**src/rtl/phys_reg_release.sv**
```systemverilog
// phys_reg_release: fills the free list with IDs ARCH_REGS..PHYS_REGS-1, then queues retired IDs back into it.
// Define PHYS_REG_RELEASE_DUAL_PORT_EN to accept both retire ports per cycle.
module phys_reg_release #(
    parameter int PHYS_REGS   = 64,
    parameter int ARCH_REGS   = 32,
    parameter int QUEUE_DEPTH = 8
) (
    input  logic                         clk,
    input  logic                         rst,
    input  logic [1:0]                   retire_valid,
    input  logic [$clog2(PHYS_REGS)-1:0] retire_phys_addr0,
    input  logic [$clog2(PHYS_REGS)-1:0] retire_phys_addr1,
    output logic                         retire_ready,
    input  logic                         fl_full,
    output logic                         fl_push,
    output logic                         fl_potential_push,
    output logic [$clog2(PHYS_REGS)-1:0] fl_data_in,
    output logic                         init_done
);
    localparam int AW = $clog2(PHYS_REGS);
    localparam int QW = $clog2(QUEUE_DEPTH);
`ifdef PHYS_REG_RELEASE_DUAL_PORT_EN
    localparam int NEED = 2;
`else
    localparam int NEED = 1;
`endif
    typedef enum logic {INIT, RUN} state_t;
    state_t r_state, w_next;
    logic [AW-1:0] r_init_count;
    logic [AW-1:0] r_queue [QUEUE_DEPTH];
    logic [QW-1:0] r_rd, r_wr, w_wr1;
    logic [QW:0]   r_count, w_free;
    logic          w_run, w_enq0, w_enq1, w_deq;
    assign w_run = r_state == RUN;
    // Outputs are gated by rst so the reset cycle is quiet regardless of prior state.
    always_comb begin
        w_free            = (QW+1)'(QUEUE_DEPTH) - r_count;
        retire_ready      = ~rst & w_run & (w_free >= (QW+1)'(NEED));
        fl_potential_push = ~rst & (w_run ? r_count != '0 : 1'b1);
        fl_push           = fl_potential_push & ~fl_full;
        fl_data_in        = w_run ? r_queue[r_rd] : r_init_count;
        init_done         = ~rst & w_run;
        w_deq             = fl_push & w_run;
        w_enq0            = retire_ready & retire_valid[0] & (retire_phys_addr0 != '0);
`ifdef PHYS_REG_RELEASE_DUAL_PORT_EN
        w_enq1            = retire_ready & retire_valid[1] & (retire_phys_addr1 != '0);
`else
        w_enq1            = 1'b0;
`endif
        w_wr1             = r_wr + QW'(w_enq0);
        w_next            = (!w_run && fl_push && r_init_count == AW'(PHYS_REGS - 1)) ? RUN : r_state;
    end
`ifndef PHYS_REG_RELEASE_DUAL_PORT_EN
    logic w_unused;
    assign w_unused = retire_valid[1];
`endif
    always_ff @(posedge clk) begin
        if (rst) begin
            r_state      <= INIT;
            r_init_count <= AW'(ARCH_REGS);
            r_rd         <= '0;
            r_wr         <= '0;
            r_count      <= '0;
        end else begin
            r_state <= w_next;
            if (!w_run && fl_push) r_init_count <= r_init_count + 1'b1;
            if (w_deq) r_rd <= r_rd + 1'b1;
            r_wr    <= r_wr + QW'(w_enq0) + QW'(w_enq1);
            r_count <= r_count + (QW+1)'(w_enq0) + (QW+1)'(w_enq1) - (QW+1)'(w_deq);
        end
    end
    // Port 1 lands one slot after port 0 when both enqueue together.
    always_ff @(posedge clk) begin
        if (w_enq0) r_queue[r_wr] <= retire_phys_addr0;
        if (w_enq1) r_queue[w_wr1] <= retire_phys_addr1;
    end
endmodule

```
**config.mk**
```make
export PLATFORM = sky130hd
export DESIGN_NAME = phys_reg_release
export DESIGN_NICKNAME = d
export VERILOG_FILES = /design/src/rtl/phys_reg_release.sv
export SDC_FILE = /design/constraint.sdc
export NUM_CORES = 1
export LEC_CHECK = 0
export ABC_CLOCK_PERIOD_IN_PS = 2420
export CAP_MARGIN = 10
export CORE_ASPECT_RATIO = 1.4
export CORE_MARGIN = 8
export CORE_UTILIZATION = 56
export CTS_CLUSTER_SIZE = 28
export DETAILED_ROUTE_END_ITERATION = 10
export DONT_BUFFER_PORTS = 1
export GPL_TIMING_DRIVEN = 1
export PLACE_DENSITY_LB_ADDON = 0.05
export SYNTH_ARGS = -nofsm -noshare
export SYNTH_HDL_FRONTEND = slang
export SYNTH_SLANG_ARGS = --single-unit
```
**constraint.sdc**
```tcl
create_clock -name clk -period 2.42 [get_ports clk]
set_input_delay 0.484 -clock clk [delete_from_list [all_inputs] [get_ports clk]]
set_output_delay 0.484 -clock clk [all_outputs]
set_load 0.1 [all_outputs]
```
# [Word-level counts from Yosys, hierarchy flattened]
# Memories as Yosys holds them, arrays and structs flattened. A register that Yosys moved wholly into a read port is not among the register bits.
# Index checks and enable logic that the tools add are counted.
[op_classes] n_addsub=6 magnitude_cmp=1 mux=6 n_eq_ne=1 reduce_logical=5 bitwise=9
[op_table] cell="AND 1 bit" n=7
[op_table] cell="adder 6 x 1 -> 6 bit, second input constant" n=1
[op_table] cell="== test 6 bit, second input constant" n=1
[op_table] cell="2-to-1 mux 3 bit" n=2
[op_table] cell="2-to-1 mux 6 bit" n=1
[op_table] cell="nonzero test 6 bit" n=1
[op_table] cell="adder 4 x 1 -> 4 bit" n=1
[op_table] cell="greater-or-equal comparator 4 x 1 -> 1 bit, second input constant" n=1
[op_table] cell="nonzero test 4 bit" n=1
[op_table] cell="subtractor 4 x 1 -> 4 bit" n=1
[op_table] cell="subtractor 4 bit, first input constant" n=1
[op_table] cell="adder 3 x 1 -> 3 bit" n=1
[op_table] cell="adder 3 x 1 -> 3 bit, second input constant" n=1
[op_table] cell="2-to-1 mux 1 bit" n=3
[op_table] cell="logical AND 1 bit" n=2
[op_table] cell="NOT 1 bit" n=2
[op_table] cell="logical NOT 1 bit" n=1
[word_totals] ramBits=48 out_inout_bits=10 input_bits=17 memories=1 wordCells=34 reg_bits=17
[memory_table] memory="r_queue" words=8 width=6 rd=1 rd_ports_with_merged_regs=1 write_ports=1 line="30" source="logic [AW-1:0] r_queue [QUEUE_DEPTH];"

# [Depth between registers and ports, before layout]
[depth] word_depth=7 mapped_depth=12 mapped_depth_nobuf=12

# [Least setup slack after synthesis]
# Ideal clock, no wire load.
[synth_path] path_type="reg-to-output" start="register r_count[2]" end="output fl_push" arrival_time_ns=3.774 setup_slack_ns=-1.838 stages_incl_launch_ff=5 path_cell_list="dfxtp_1 -> inv_1 -> ha_1 -> a31oi_1 -> nor2b_1"
[synth_between] elab_chain_cells=4
[synth_lines] element="start, declared" line="32" source="logic [QW:0] r_count, w_free;"
[synth_lines] element="start signal, assigned" line="69" source="r_count <= r_count + (QW+1)'(w_enq0) + (QW+1)'(w_enq1) - (QW+1)'(w_deq);"
[synth_lines] element="nonzero test 4 bit" line="39" source="fl_potential_push = ~rst & (w_run ? r_count != '0 : 1'b1);"
[synth_lines] element="2-to-1 mux 1 bit" line="39"
[synth_lines] element="AND 1 bit" line="39"
[synth_lines] element="via fl_potential_push" line="16" source="output logic fl_potential_push,"
[synth_lines] element="AND 1 bit" line="40" source="fl_push = fl_potential_push & ~fl_full;"
[synth_lines] element="end, declared" line="15" source="output logic fl_push,"
# The timed path passes the listed nets, and every way through them passes these cells.

# [Final worst setup path]
[layout_path] start="register r_count[1]" end="register r_count[1]"
[layout_between] elab_chain_cells=7
[layout_lines] element="subtractor 4 bit" line="37" source="w_free = (QW+1)'(QUEUE_DEPTH) - r_count;"
[layout_lines] element="greater-or-equal comparator 4 x 1 -> 1 bit" line="38" source="retire_ready = ~rst & w_run & (w_free >= (QW+1)'(NEED));"
[layout_lines] element="AND 1 bit" line="38"
[layout_lines] element="AND 1 bit (2 in series)" line="44" source="w_enq0 = retire_ready & retire_valid[0] & (retire_phys_addr0 != '0);"
[layout_lines] element="adder 4 x 1 -> 4 bit" line="69"
[layout_lines] element="subtractor 4 x 1 -> 4 bit (*)" line="69"
# Every way passes the cells marked *; elsewhere a longest branch is shown, timed or not.
# A chain may end at the register's enable or synchronous reset.

==> flow_summary.yaml <==
status:
  outcome: "finished clean"
cts:
  clkLatencyLatePin_ns: 0.33
  cts_made_buffers: 9
  tritoncts: "yes"
  h-tree-depth: 3
  clock_sinks: 68
  cts_hold_repair.buffers: 0
  postCtsSetupRepairBufs: 0
  path_clk_slew_ns: 0.07
  root_driver: "clkbuf_8"
  clockBufferDepth: 2
sta:
  final_max_slew_viol_count: 0
  timing_hold_violations_final: 0
  finalCriticalPeriod_ns: 2.364
  min_setup_slack_post_route_ns: 0.05604
  rsz0062_at_grt: "yes"
  tightestPinTransition_ns: 1.024
  fmax_ghz: 0.4230
  worst_slew_margin_rel_pct: 31.20
  finalSetupViolations: 0
  period_share_pct: 97.68
  finalClockSkew_ns: 0.005607
die:
  die_width_um: 76.81
  fp.dieH_um: 101.1
  core_sq_um: 5081
  num_rows: 31
  floorplan.io_pins: 27
  initial_core_util_pct: 57.05
  die_area_sq_um: 7768
detailed_routing:
  route.detailed.drc: 0
  wirelength_mm: 5.770
  postRouteAntennaNets: 0
  detail_route.first_pass.iterations: 4
  routed-via-count: 1815
  drtIter0Drc: 104
  vias_per_cell: 5.690
  routedWlPerCell_um: 18.09
synthesis:
  mappedNetlistArea_sq_um: 2899
  yosysTopAreaCell: "edfxtp_1"
  synthFlopType: "edfxtp_1"
  yosys-top-cells-count: "edfxtp_1, mux2i_1, dfxtp_1"
  yosysUniqueCellTypes: 35
  syn_inst: 219
  synthesis.yosys.warnings: 0
  number_of_synthesized_flops_with_an_enable_pin: 48
  synth_nets: 247
  synth_area_leaders: "edfxtp_1, dfxtp_1, mux2i_1"
  synth_area_per_cell_sq_um: 13.24
  synthMostInstantiatedCell: "edfxtp_1"
  ys_seq_elements: 68
  proportion_of_synthesized_flip_flops_having_asynchronous_set_or_reset_pct: 0
  synth-seq-area-share_pct: 63.53
  synthDominantCellAreaShare_pct: 49.72
grt:
  grt_pass1_vias: 1915
  number_of_antenna_violations_at_the_first_check_in_global_routing: 0
  grt_max_degree: 22
  grt_first_pass_wirelength_mm: 9.328
  grt.total_usage_pct: 15.79
  globalRoute.totalOverflow: 0
power_and_ir_drop:
  fin_total_pwr_mw: 2.431
  max-vdd-ir-drop_uv: 533.3
  pwr_density_cell_nw_per_um2: 683.8
  cellLeakagePower_nw: 1.241
final_layout:
  n_antenna_cell: 0
  util_after_layout_pct: 69.98
  drive_gt1_share_pct: 24.51
  area_added_between_synthesis_and_finish_pct: 22.66
  final_nets: 276
  post_layout_nonfiller_instances: 319
  num-fill-cells: 384
placed_design:
  gp_congestion: 0.8309
  numPlacedInstances: 303
  place_ws_ns: -0.1478
  io_buffer_count: 0
  place.detailed.hpwl_mm: 4.208
critical_path:
  timing.critical_path.max_delay_family: "adder cells"
  worstSetupPathDepth: 10
  cp_slowest_stage_delay_ns: 0.44
  path_buf_inv: 2
  worst_setup_path_start_kind: "flip-flop"
  regToRegStartpoint: "r_count[1]$_SDFF_PP0_"
  setup.worst_path.end_class: "flip-flop"
  crit_path_max_fanout: 2
  reg2reg_setup_slack_ns: 0.06
  reg2reg_depth: 10
  crit_path_required_time_ns: 2.65
  cp_data_arrival_time_ns: 2.59
  crit_path_cell_trace: "inv_1, ha_1, xor2_1, or4_4, nand2_4, ha_1, inv_1, ha_2, fa_1, nor2b_1"
  slowest_library_cell_on_the_worst_path: "or4_4"
  r2r_end: "r_count[1]$_SDFF_PP0_"
  critPathKind: "flip-flop to flip-flop"
min_path:
  hold_end: "r_init_count[1]$_SDFFE_PP0P_"
  worst_hold_path.num_cells: 1
  min-delay-start: "rst"
  hp-class: "input pin to flip-flop"
run:
  drv_cap: 0
==> worst reg2reg max path, stage by stage (launching register included) <==
cell and delay, ns:
dfxtp_2 0.34, inv_1 0.06, ha_1 0.20, xor2_1 0.15
or4_4 0.44, nand2_4 0.08, ha_1 0.22, inv_1 0.06
ha_2 0.17, fa_1 0.40, nor2b_1 0.14
==> metal layers <==
metal  vias up  share of wire, %  GRT usage, %
met5         -                 0             0
met4         0               1.4         7.875
met3        11               5.5         5.062
met2        45                55         29.77
met1       897                38         14.96
li1        862                 -             -
==> repair_timing <==
item / 4_1_cts / 5_1_grt
cloned: 0 / 0
setup endpoints to repair: 8 / 10
resized for setup: 2 / 8
==> cells in the final DEF, fill, tap and decap left out, types with 6 or more instances in the layout <==
master and instances:
dfxtp_1 18, buf_12 7, inv_1 14, mux2i_1 23, xnor2_1 6, nor2_1 16, nand3_1 6, o21ai_2 6
nor2b_1 6, a22oi_1 11, buf_4 17, edfxtp_1 48, nand2_1 6, clkbuf_8 9, ha_1 9
==> kinds of logic (layout without fill, tap and decap cells) <==
family	count (synthesis)	after routing	synth area share (%)
flops	68	68	63.53
simple gates	54	54	9.711
compound gates	29	29	6.906
mux	24	24	8.718
buf+inv	23	57	3.107
fa+ha+maj	11	11	5.007
xor+xnor	10	10	3.021
==> state kept, by name, summed over array words and instances (netlist names), named ones only <==
signal	cells
r_init_count	6
r_wr	3
r_queue	48
r_rd	3
r_state	1
r_count	4
==> cell type report <==
cell class | count | area [sq um] | share of cell area [%]
clock buffers | 10 | 127.6 | 3.589
repair buffers | 25 | 282.8 | 7.952
multi-input cells | 128 | 1042 | 29.31
flip-flops and latches | 68 | 1844 | 51.86
well taps | 66 | 82.58 | 2.322
inverters | 16 | 63.81 | 1.795
clock inverters | 6 | 112.6 | 3.167
==> worst max-delay path by stage <==
stage               slack, ns             startpoint               endpoint
global route            -0.01  r_count[1]$_SDFF_PP0_  r_count[1]$_SDFF_PP0_
CTS                     0.002  r_count[2]$_SDFF_PP0_  r_count[1]$_SDFF_PP0_
detailed placement      -0.15   retire_phys_addr0[1]  r_count[1]$_SDFF_PP0_
floorplan               -0.08              flip-flop          fl_data_in[0]
global placement        -0.10   retire_phys_addr0[1]  r_count[1]$_SDFF_PP0_
finish                   0.06  r_count[1]$_SDFF_PP0_  r_count[1]$_SDFF_PP0_
==> through the flow <==
| step | cell area [sq um] | hold WS [ns] | TNS [ns] |
|---|---|---|---|
| 2_1_floorplan | 2955 | 0.4591 | -0.2566 |
| 3_3_place_gp | 3287 | 0.4693 | -0.2390 |
| 3_5_place_dp | 3287 | 0.5009 | -0.5531 |
| 4_1_cts | 3536 | 0.2016 | 0 |
| 5_1_grt | 3556 | 0.1964 | -0.009638 |
| 6_report | 3556 | 0.2163 | 0 |
==> report_power, final <==
| part | internal [mW] | leakage, nW | switching [mW] | total, mW |
|---|---|---|---|---|
| Combinational | 0.0282 | 0.527 | 0.0508 | 0.0790 |
| Clock | 0.686 | 0.120 | 0.417 | 1.10 |
| Sequential | 1.25 | 0.594 | 0.00344 | 1.25 |
(Power assumes the default switching activity.)
